### config.mk
export PLATFORM = sky130hd
export DESIGN_NAME = uart_tx_fifo
export DESIGN_NICKNAME = d
export VERILOG_FILES = /design/src/rtl/uart_tx_fifo.sv
export SDC_FILE = /design/constraint.sdc
export NUM_CORES = 1
export LEC_CHECK = 0
export BUFFER_PORTS_ARGS = -buffer_cell sky130_fd_sc_hd__buf_2
export CORE_UTILIZATION = 45
export DETAILED_ROUTE_END_ITERATION = 10
export GPL_TIMING_DRIVEN = 0
export HOLD_SLACK_MARGIN = 0.03
export PLACE_DENSITY_LB_ADDON = 0.1
export SLEW_MARGIN = 15
export SYNTH_ARGS = -nofsm -noshare
export SYNTH_HDL_FRONTEND = slang
export SYNTH_SLANG_ARGS = --single-unit
### constraint.sdc
create_clock -name tx_clk -period 6.4 [get_ports tx_clk]
set_clock_uncertainty 0.05 [all_clocks]
set_input_delay 0.32 -clock tx_clk [delete_from_list [all_inputs] [get_ports tx_clk]]
set_output_delay 0.32 -clock tx_clk [all_outputs]
set_load 0.02 [all_outputs]
### src/rtl/uart_tx_fifo.sv
// UART transmitter fed by a small FIFO: edge-detected pushes, back-to-back
// framing with optional parity and one or two stop bits, sticky overflow.
module uart_tx_fifo #(
  parameter int DATA_BITS    = 8,
  parameter int CLKS_PER_BIT = 16,
  parameter int PARITY       = 0,
  parameter int STOP_BITS    = 1,
  parameter int FIFO_DEPTH   = 4
) (
  input  logic                 tx_clk,
  input  logic                 reset,
  input  logic [DATA_BITS-1:0] tx_data,
  input  logic                 tx_start,
  input  logic                 tx_complete_del_flag,
  output logic                 TXD,
  output logic                 tx_complete_flag,
  output logic                 tx_busy,
  output logic                 tx_full,
  output logic                 tx_overflow
);

  localparam int CW = $clog2(CLKS_PER_BIT);
  localparam int BW = $clog2(DATA_BITS + 1);
  localparam int AW = $clog2(FIFO_DEPTH);
  localparam int NW = AW + 1;
  localparam bit HAS_PARITY = (PARITY != 0);
  localparam bit ODD_PARITY = (PARITY == 2);
  localparam logic [CW-1:0] CLK_LAST   = CW'(CLKS_PER_BIT - 1);
  localparam logic [BW-1:0] DATA_LAST  = BW'(DATA_BITS - 1);
  localparam logic [BW-1:0] STOP_LAST  = BW'(STOP_BITS - 1);
  localparam logic [NW-1:0] FULL_COUNT = NW'(FIFO_DEPTH);
  localparam logic [NW-1:0] CNT_ZERO   = {NW{1'b0}};

  typedef enum logic [2:0] {
    ST_IDLE   = 3'd0,
    ST_START  = 3'd1,
    ST_DATA   = 3'd2,
    ST_PARITY = 3'd3,
    ST_STOP   = 3'd4
  } state_t;

  function automatic logic parity_of(input logic [DATA_BITS-1:0] word);
    parity_of = ODD_PARITY ? ~(^word) : (^word);
  endfunction

  state_t                state_r;
  logic [CW-1:0]         clk_cnt_r;
  logic [BW-1:0]         bit_cnt_r;
  logic [DATA_BITS-1:0]  shift_r;
  logic                  parity_r;
  logic                  txd_r;
  logic                  busy_r;
  logic                  full_r;
  logic                  ovf_r;
  logic                  cflag_r;
  logic                  start_d_r;
  logic [DATA_BITS-1:0]  mem_r [FIFO_DEPTH];
  logic [AW-1:0]         wr_ptr_r;
  logic [AW-1:0]         rd_ptr_r;
  logic [NW-1:0]         count_r;

  logic                  start_edge_s;
  logic                  bit_end_s;
  logic                  stop_last_s;
  logic                  pop_s;
  logic                  push_s;
  logic                  drop_s;
  logic [NW-1:0]         count_nxt_s;
  logic [DATA_BITS-1:0]  head_s;

  assign TXD              = txd_r;
  assign tx_complete_flag = cflag_r;
  assign tx_busy          = busy_r;
  assign tx_full          = full_r;
  assign tx_overflow      = ovf_r;

  // Push/pop arbitration; a pop frees a slot so a push into a full FIFO still lands.
  always_comb begin
    start_edge_s = tx_start & ~start_d_r;
    bit_end_s    = (clk_cnt_r == CLK_LAST);
    stop_last_s  = (state_r == ST_STOP) && bit_end_s && (bit_cnt_r == STOP_LAST);
    pop_s        = (count_r != CNT_ZERO) && ((state_r == ST_IDLE) || stop_last_s);
    push_s       = start_edge_s && ((count_r != FULL_COUNT) || pop_s);
    drop_s       = start_edge_s && !push_s;
    head_s       = mem_r[rd_ptr_r];
    case ({push_s, pop_s})
      2'b10:   count_nxt_s = count_r + NW'(1'b1);
      2'b01:   count_nxt_s = count_r - NW'(1'b1);
      default: count_nxt_s = count_r;
    endcase
  end

  // FIFO storage; contents are only read after being written.
  always_ff @(posedge tx_clk) begin
    if (push_s) begin
      mem_r[wr_ptr_r] <= tx_data;
    end
  end

  // FIFO pointers, occupancy, start edge history and sticky overflow.
  always_ff @(posedge tx_clk or posedge reset) begin
    if (reset) begin
      start_d_r <= 1'b0;
      wr_ptr_r  <= {AW{1'b0}};
      rd_ptr_r  <= {AW{1'b0}};
      count_r   <= CNT_ZERO;
      full_r    <= 1'b0;
      ovf_r     <= 1'b0;
    end else begin
      start_d_r <= tx_start;
      if (push_s) wr_ptr_r <= wr_ptr_r + AW'(1'b1);
      if (pop_s)  rd_ptr_r <= rd_ptr_r + AW'(1'b1);
      count_r <= count_nxt_s;
      full_r  <= (count_nxt_s == FULL_COUNT);
      if (drop_s) ovf_r <= 1'b1;
    end
  end

  // Frame sequencer; TXD and tx_busy are registered to reflect the post-edge state.
  always_ff @(posedge tx_clk or posedge reset) begin
    if (reset) begin
      state_r   <= ST_IDLE;
      clk_cnt_r <= {CW{1'b0}};
      bit_cnt_r <= {BW{1'b0}};
      shift_r   <= {DATA_BITS{1'b0}};
      parity_r  <= 1'b0;
      txd_r     <= 1'b1;
      busy_r    <= 1'b0;
    end else begin
      busy_r <= 1'b1;
      case (state_r)
        ST_IDLE: begin
          txd_r <= 1'b1;
          if (pop_s) begin
            state_r   <= ST_START;
            txd_r     <= 1'b0;
            shift_r   <= head_s;
            parity_r  <= parity_of(head_s);
            clk_cnt_r <= {CW{1'b0}};
            bit_cnt_r <= {BW{1'b0}};
          end else begin
            busy_r <= (count_nxt_s != CNT_ZERO);
          end
        end
        ST_START: begin
          if (bit_end_s) begin
            state_r   <= ST_DATA;
            clk_cnt_r <= {CW{1'b0}};
            bit_cnt_r <= {BW{1'b0}};
            txd_r     <= shift_r[0];
          end else begin
            clk_cnt_r <= clk_cnt_r + CW'(1'b1);
          end
        end
        ST_DATA: begin
          if (bit_end_s) begin
            clk_cnt_r <= {CW{1'b0}};
            if (bit_cnt_r == DATA_LAST) begin
              bit_cnt_r <= {BW{1'b0}};
              if (HAS_PARITY) begin
                state_r <= ST_PARITY;
                txd_r   <= parity_r;
              end else begin
                state_r <= ST_STOP;
                txd_r   <= 1'b1;
              end
            end else begin
              bit_cnt_r <= bit_cnt_r + BW'(1'b1);
              shift_r   <= {1'b0, shift_r[DATA_BITS-1:1]};
              txd_r     <= shift_r[1];
            end
          end else begin
            clk_cnt_r <= clk_cnt_r + CW'(1'b1);
          end
        end
        ST_PARITY: begin
          if (bit_end_s) begin
            state_r   <= ST_STOP;
            clk_cnt_r <= {CW{1'b0}};
            bit_cnt_r <= {BW{1'b0}};
            txd_r     <= 1'b1;
          end else begin
            clk_cnt_r <= clk_cnt_r + CW'(1'b1);
          end
        end
        ST_STOP: begin
          if (bit_end_s) begin
            clk_cnt_r <= {CW{1'b0}};
            if (bit_cnt_r == STOP_LAST) begin
              bit_cnt_r <= {BW{1'b0}};
              // Next queued word starts without an idle cycle.
              if (pop_s) begin
                state_r  <= ST_START;
                txd_r    <= 1'b0;
                shift_r  <= head_s;
                parity_r <= parity_of(head_s);
              end else begin
                state_r <= ST_IDLE;
                txd_r   <= 1'b1;
                busy_r  <= (count_nxt_s != CNT_ZERO);
              end
            end else begin
              bit_cnt_r <= bit_cnt_r + BW'(1'b1);
            end
          end else begin
            clk_cnt_r <= clk_cnt_r + CW'(1'b1);
          end
        end
        default: begin
          state_r   <= ST_IDLE;
          clk_cnt_r <= {CW{1'b0}};
          bit_cnt_r <= {BW{1'b0}};
          txd_r     <= 1'b1;
          busy_r    <= (count_nxt_s != CNT_ZERO);
        end
      endcase
    end
  end

  // Completion flag: a frame end takes priority over a same-edge clear.
  always_ff @(posedge tx_clk or posedge reset) begin
    if (reset) begin
      cflag_r <= 1'b0;
    end else if (stop_last_s) begin
      cflag_r <= 1'b1;
    end else if (tx_complete_del_flag) begin
      cflag_r <= 1'b0;
    end else begin
      cflag_r <= cflag_r;
    end
  end

endmodule

==> impl_results.md <==
* Result of the run: finished, final reports clean
* Post-Layout Inst Area at 3303 um^2
* Final routed wire length divided by cell count at 14.95 um
* Clock Latency Late Sink at 0.34 ns
* Share of the yosys chip area belonging to registers at 59.86%
* Total leakage power at 0.001351 uW
* Register bit count reported by yosys at 64
* Top Family by Delay on Critical Path: simple AND/OR/NAND/NOR gates
* Slew margin rel. at 54.26%
* Internal Pwr Total at 880.8 uW
* Total number of H-tree levels at 3
* Core area at 6350 um^2
* Power share of the combinational group at 34.3%
* Drt initial violations at 68
* Fin. Hold Viols at 0
* Final setup violating endpoints at 0
* Sequential fraction of design power at 42.9%
* Setup TNS at 0 ns
* Count of inserted antenna diode cells at 0
* Maximum fanout along the worst path at 5
* Number of setup buffers added after CTS at 0
* Row count at 29
* Summed instance area of the synthesized netlist at 2945 um^2
* Max-slew violation count at 0
* Total power density per cell area at 412.0 nW/um^2
* Share of the synthesized area in the top cell type at 32.63%
* Net count after synthesis at 243
* Hold crit path type: input pin to async pin
* Total number of yosys warnings at 0
* Largest cells by area after synthesis: sky130_fd_sc_hd__edfxtp_1, sky130_fd_sc_hd__dfrtp_1, sky130_fd_sc_hd__mux4_2
* Antenna Violating Nets Remaining at 0
* Final core utilization at 52.02%
* Proportion of layout cells with a drive suffix above 1 at 22.27%
* Number of nets in the final layout at 271
* Cells after synthesis at 223
* Share of the clock period used by the worst path at 46.71%
* Most frequent standard cell in the layout excluding fill and tap cells: sky130_fd_sc_hd__edfxtp_1
* Number of maximum-capacitance constraint violations at 0
* Clock share of power at 22.7%
* Largest net degree at the start of global routing at 33
* Hpwl dp at 3341 um
* Peak VDD IR at 0.2139 mV
* Initial antenna violation count at 0
* Class of the most critical setup path: register to register
* Critical path endpoint category: register
* Initial standard-cell utilization of the core at 46.38%
* Buffers and inverters on the worst path at 2
* Final-layout fill cell count at 557
* Gp weighted congestion at 0.7445
* Clock tree from TritonCTS: yes
* Clk sinks at 64
* Post-synth top area cell: sky130_fd_sc_hd__edfxtp_1
* Largest stage delay, worst path at 0.46 ns
* Slowest CP cell: sky130_fd_sc_hd__fa_1
* Dpl cell area at 3122 um^2
* Via/cell ratio at 5.276
* Fin crit period at 2.990 ns
* Post-synth EDFFs at 32
* Primary flip-flop cell chosen by synthesis mapping: sky130_fd_sc_hd__edfxtp_1
* Die X-Extent at 82.90 um
* Gr usage total at 16.14%
* Highest Clock Rate at 0.3345 GHz
* Placed cell count at 316
* Worst Path Arrival at 3.20 ns
* PortBufs at 16
* Net Sw Frac at 35.27%
* Vias after detailed routing at 1757
* Cell Count, Final, Fillers Out at 333
* Wire length of the first global-routing pass at 8452 um
* Most repeated library cell on the critical path: sky130_fd_sc_hd__inv_1
* Buffers from clock root to sink, at most at 2
* DRC violation count after routing at 0
* Die Y at 82.90 um
* Number of detailed-route iterations in the first pass at 4
* Cell variety after synth at 49
* Number of primary I/O pins at 17
* Clock slew seen by the registers of the worst setup and hold paths at 0.08 ns
* Resized Gates After CTS at 0
* Final Routed Wirelength at 4978 um
* Slew @ Worst Pin at 0.6852 ns
* Top library cells by usage in the layout, fill and taps aside: sky130_fd_sc_hd__edfxtp_1, sky130_fd_sc_hd__dfrtp_1, sky130_fd_sc_hd__buf_2
* Area of the die at 6872 um^2
* Req. time, crit path at 6.61 ns
* Unrepaired setup endpoints after global routing: no
* CTS Buf Count at 9
* Kind of start point of the critical path: register
* Clock tree root buffer cell: sky130_fd_sc_hd__clkbuf_8
* Synth async-reset ratio at 50.00%
* Remaining global-route overflow at 0
* Layout overhead on the synthesized area at 12.15%
* Number of global-route vias before repair at 1731
* NetSw at 480.0 uW
* Critical-path cell list: inv_1 > ha_1 > or3b_1 > o21a_1 > nor3_1 > inv_1 > fa_1 > or2_2 > a211o_1 > o211ai_1
* Average cell area after synthesis at 13.21 um^2
worst reg2reg max path: stages, from the launching register on:
cell and delay, ns:
sky130_fd_sc_hd__dfrtp_1 0.40, sky130_fd_sc_hd__inv_1 0.09, sky130_fd_sc_hd__ha_1 0.15, sky130_fd_sc_hd__or3b_1 0.42, sky130_fd_sc_hd__o21a_1 0.28, sky130_fd_sc_hd__nor3_1 0.28, sky130_fd_sc_hd__inv_1 0.15, sky130_fd_sc_hd__fa_1 0.46
sky130_fd_sc_hd__or2_2 0.30, sky130_fd_sc_hd__a211o_1 0.25, sky130_fd_sc_hd__o211ai_1 0.08
layout make-up:
| cell class | count | area [um^2] | share of cell area (%) |
|---|---|---|---|
| Clock inverter | 7 | 47.55 | 1.439 |
| Multi-Input combinational cell | 140 | 1092 | 33.07 |
| Tap cell | 77 | 96.34 | 2.917 |
| Sequential cell | 64 | 1763 | 53.37 |
| Inverter | 11 | 41.29 | 1.250 |
| Clock buffer | 9 | 123.9 | 3.750 |
| Timing Repair Buffer | 17 | 90.09 | 2.727 |
| Buffer | 8 | 48.80 | 1.477 |
state kept, by name, summed over array words and instances (netlist names):
register and cells:
start_d_r 1, count_r 3, state_r 3, clk_cnt_r 4
tx_full 1, tx_complete_flag 1, tx_busy 1, shift_r 8
TXD 1, mem_r 32, rd_ptr_r 2, tx_overflow 1
bit_cnt_r 4, wr_ptr_r 2
cells by family (layout without fill, tap and decap cells):
group,count (synthesis),in the layout,synth area share (%)
and+or+nand+nor,64,64,10.88
xor gates and xnor gates,8,8,2.379
DFF,64,64,59.86
muxes,20,20,10.28
adders and majority gates,8,8,3.653
buffers and inverters,19,52,3.058
AOI/OAI and AO/OA,40,40,9.899
timing repair:
action,CTS,global route
hold buffers,0,1
endpoints found under the hold margin,0,1
endpoints found under the setup margin,0,0
synthesized netlist by cell type, types with 2 or more instances:
library cell                n
sky130_fd_sc_hd__mux4_2     8
sky130_fd_sc_hd__a22o_1     2
sky130_fd_sc_hd__a31o_2     2
sky130_fd_sc_hd__edfxtp_1  32
sky130_fd_sc_hd__or2_2      2
sky130_fd_sc_hd__mux2i_1   10
sky130_fd_sc_hd__and2_1     4
sky130_fd_sc_hd__a21o_1     2
sky130_fd_sc_hd__a211o_1    2
sky130_fd_sc_hd__o211ai_1   2
sky130_fd_sc_hd__dfrtp_1   31
sky130_fd_sc_hd__o21ai_1    2
sky130_fd_sc_hd__nand3_1    6
sky130_fd_sc_hd__xnor2_1    4
sky130_fd_sc_hd__clkbuf_1   2
sky130_fd_sc_hd__nand2_1   17
sky130_fd_sc_hd__nor3_1     3
sky130_fd_sc_hd__buf_6      2
sky130_fd_sc_hd__nor2b_1    4
sky130_fd_sc_hd__nor2_1    16
sky130_fd_sc_hd__inv_1     11
sky130_fd_sc_hd__buf_2      3
sky130_fd_sc_hd__a21oi_1   11
sky130_fd_sc_hd__xor2_1     4
sky130_fd_sc_hd__mux2_2     2
sky130_fd_sc_hd__nand2b_1   3
sky130_fd_sc_hd__and3_1     2
sky130_fd_sc_hd__o21ai_0    5
sky130_fd_sc_hd__or3b_1     3
sky130_fd_sc_hd__ha_1       7
final timing paths:
kind / startpoint / end / slack, ns / cells after the start
worst max register to register: bit_cnt_r[0]$_DFFE_PP0P_ / tx_full$_DFF_PP0_ / 3.41 / 10
worst min-delay path: reset / start_d_r$_DFF_PP0_ / 0.02 / 2
worst min register to register: tx_overflow$_DFFE_PP0P_ / tx_overflow$_DFFE_PP0P_ / 0.41 / 1
worst max-delay path: bit_cnt_r[0]$_DFFE_PP0P_ / tx_full$_DFF_PP0_ / 3.41 / 10
min in group tx_clk: tx_complete_del_flag / tx_complete_flag$_DFFE_PP0P_ / 0.09 / 2
max in group asynchronous: reset / clk_cnt_r[3]$_DFFE_PP0P_ / 5.83 / 2
stage by stage:
stage	hold slack (ns)	setup slack [ns]	power, uW
after detailed placement	0.3909	3.406	1068
final	0.02389	3.410	1361
after global routing	0.07897	3.153	1461
after floorplan	0.3014	3.675	963.1
after global placement	0.3887	3.413	1061
after CTS	0.03283	3.370	1376
layer usage:
| layer | global-route usage (%) | wire length, um |
|---|---|---|
| met2 | 23.40 | 2249 |
| met5 | 0 | 0 |
| met4 | 6.113 | 57 |
| met1 | 22.31 | 2472 |
| met3 | 5.765 | 198 |
power groups by stage:
stage / logic (uW) / clock network [uW] / registers, uW
after floorplan: 370 / 0 / 593
after global placement: 469 / 0 / 592
after detailed placement: 475 / 0 / 593
after CTS: 476 / 315 / 585
after global routing: 531 / 334 / 596
final: 467 / 310 / 584
Power figures use the tool's default switching activity.
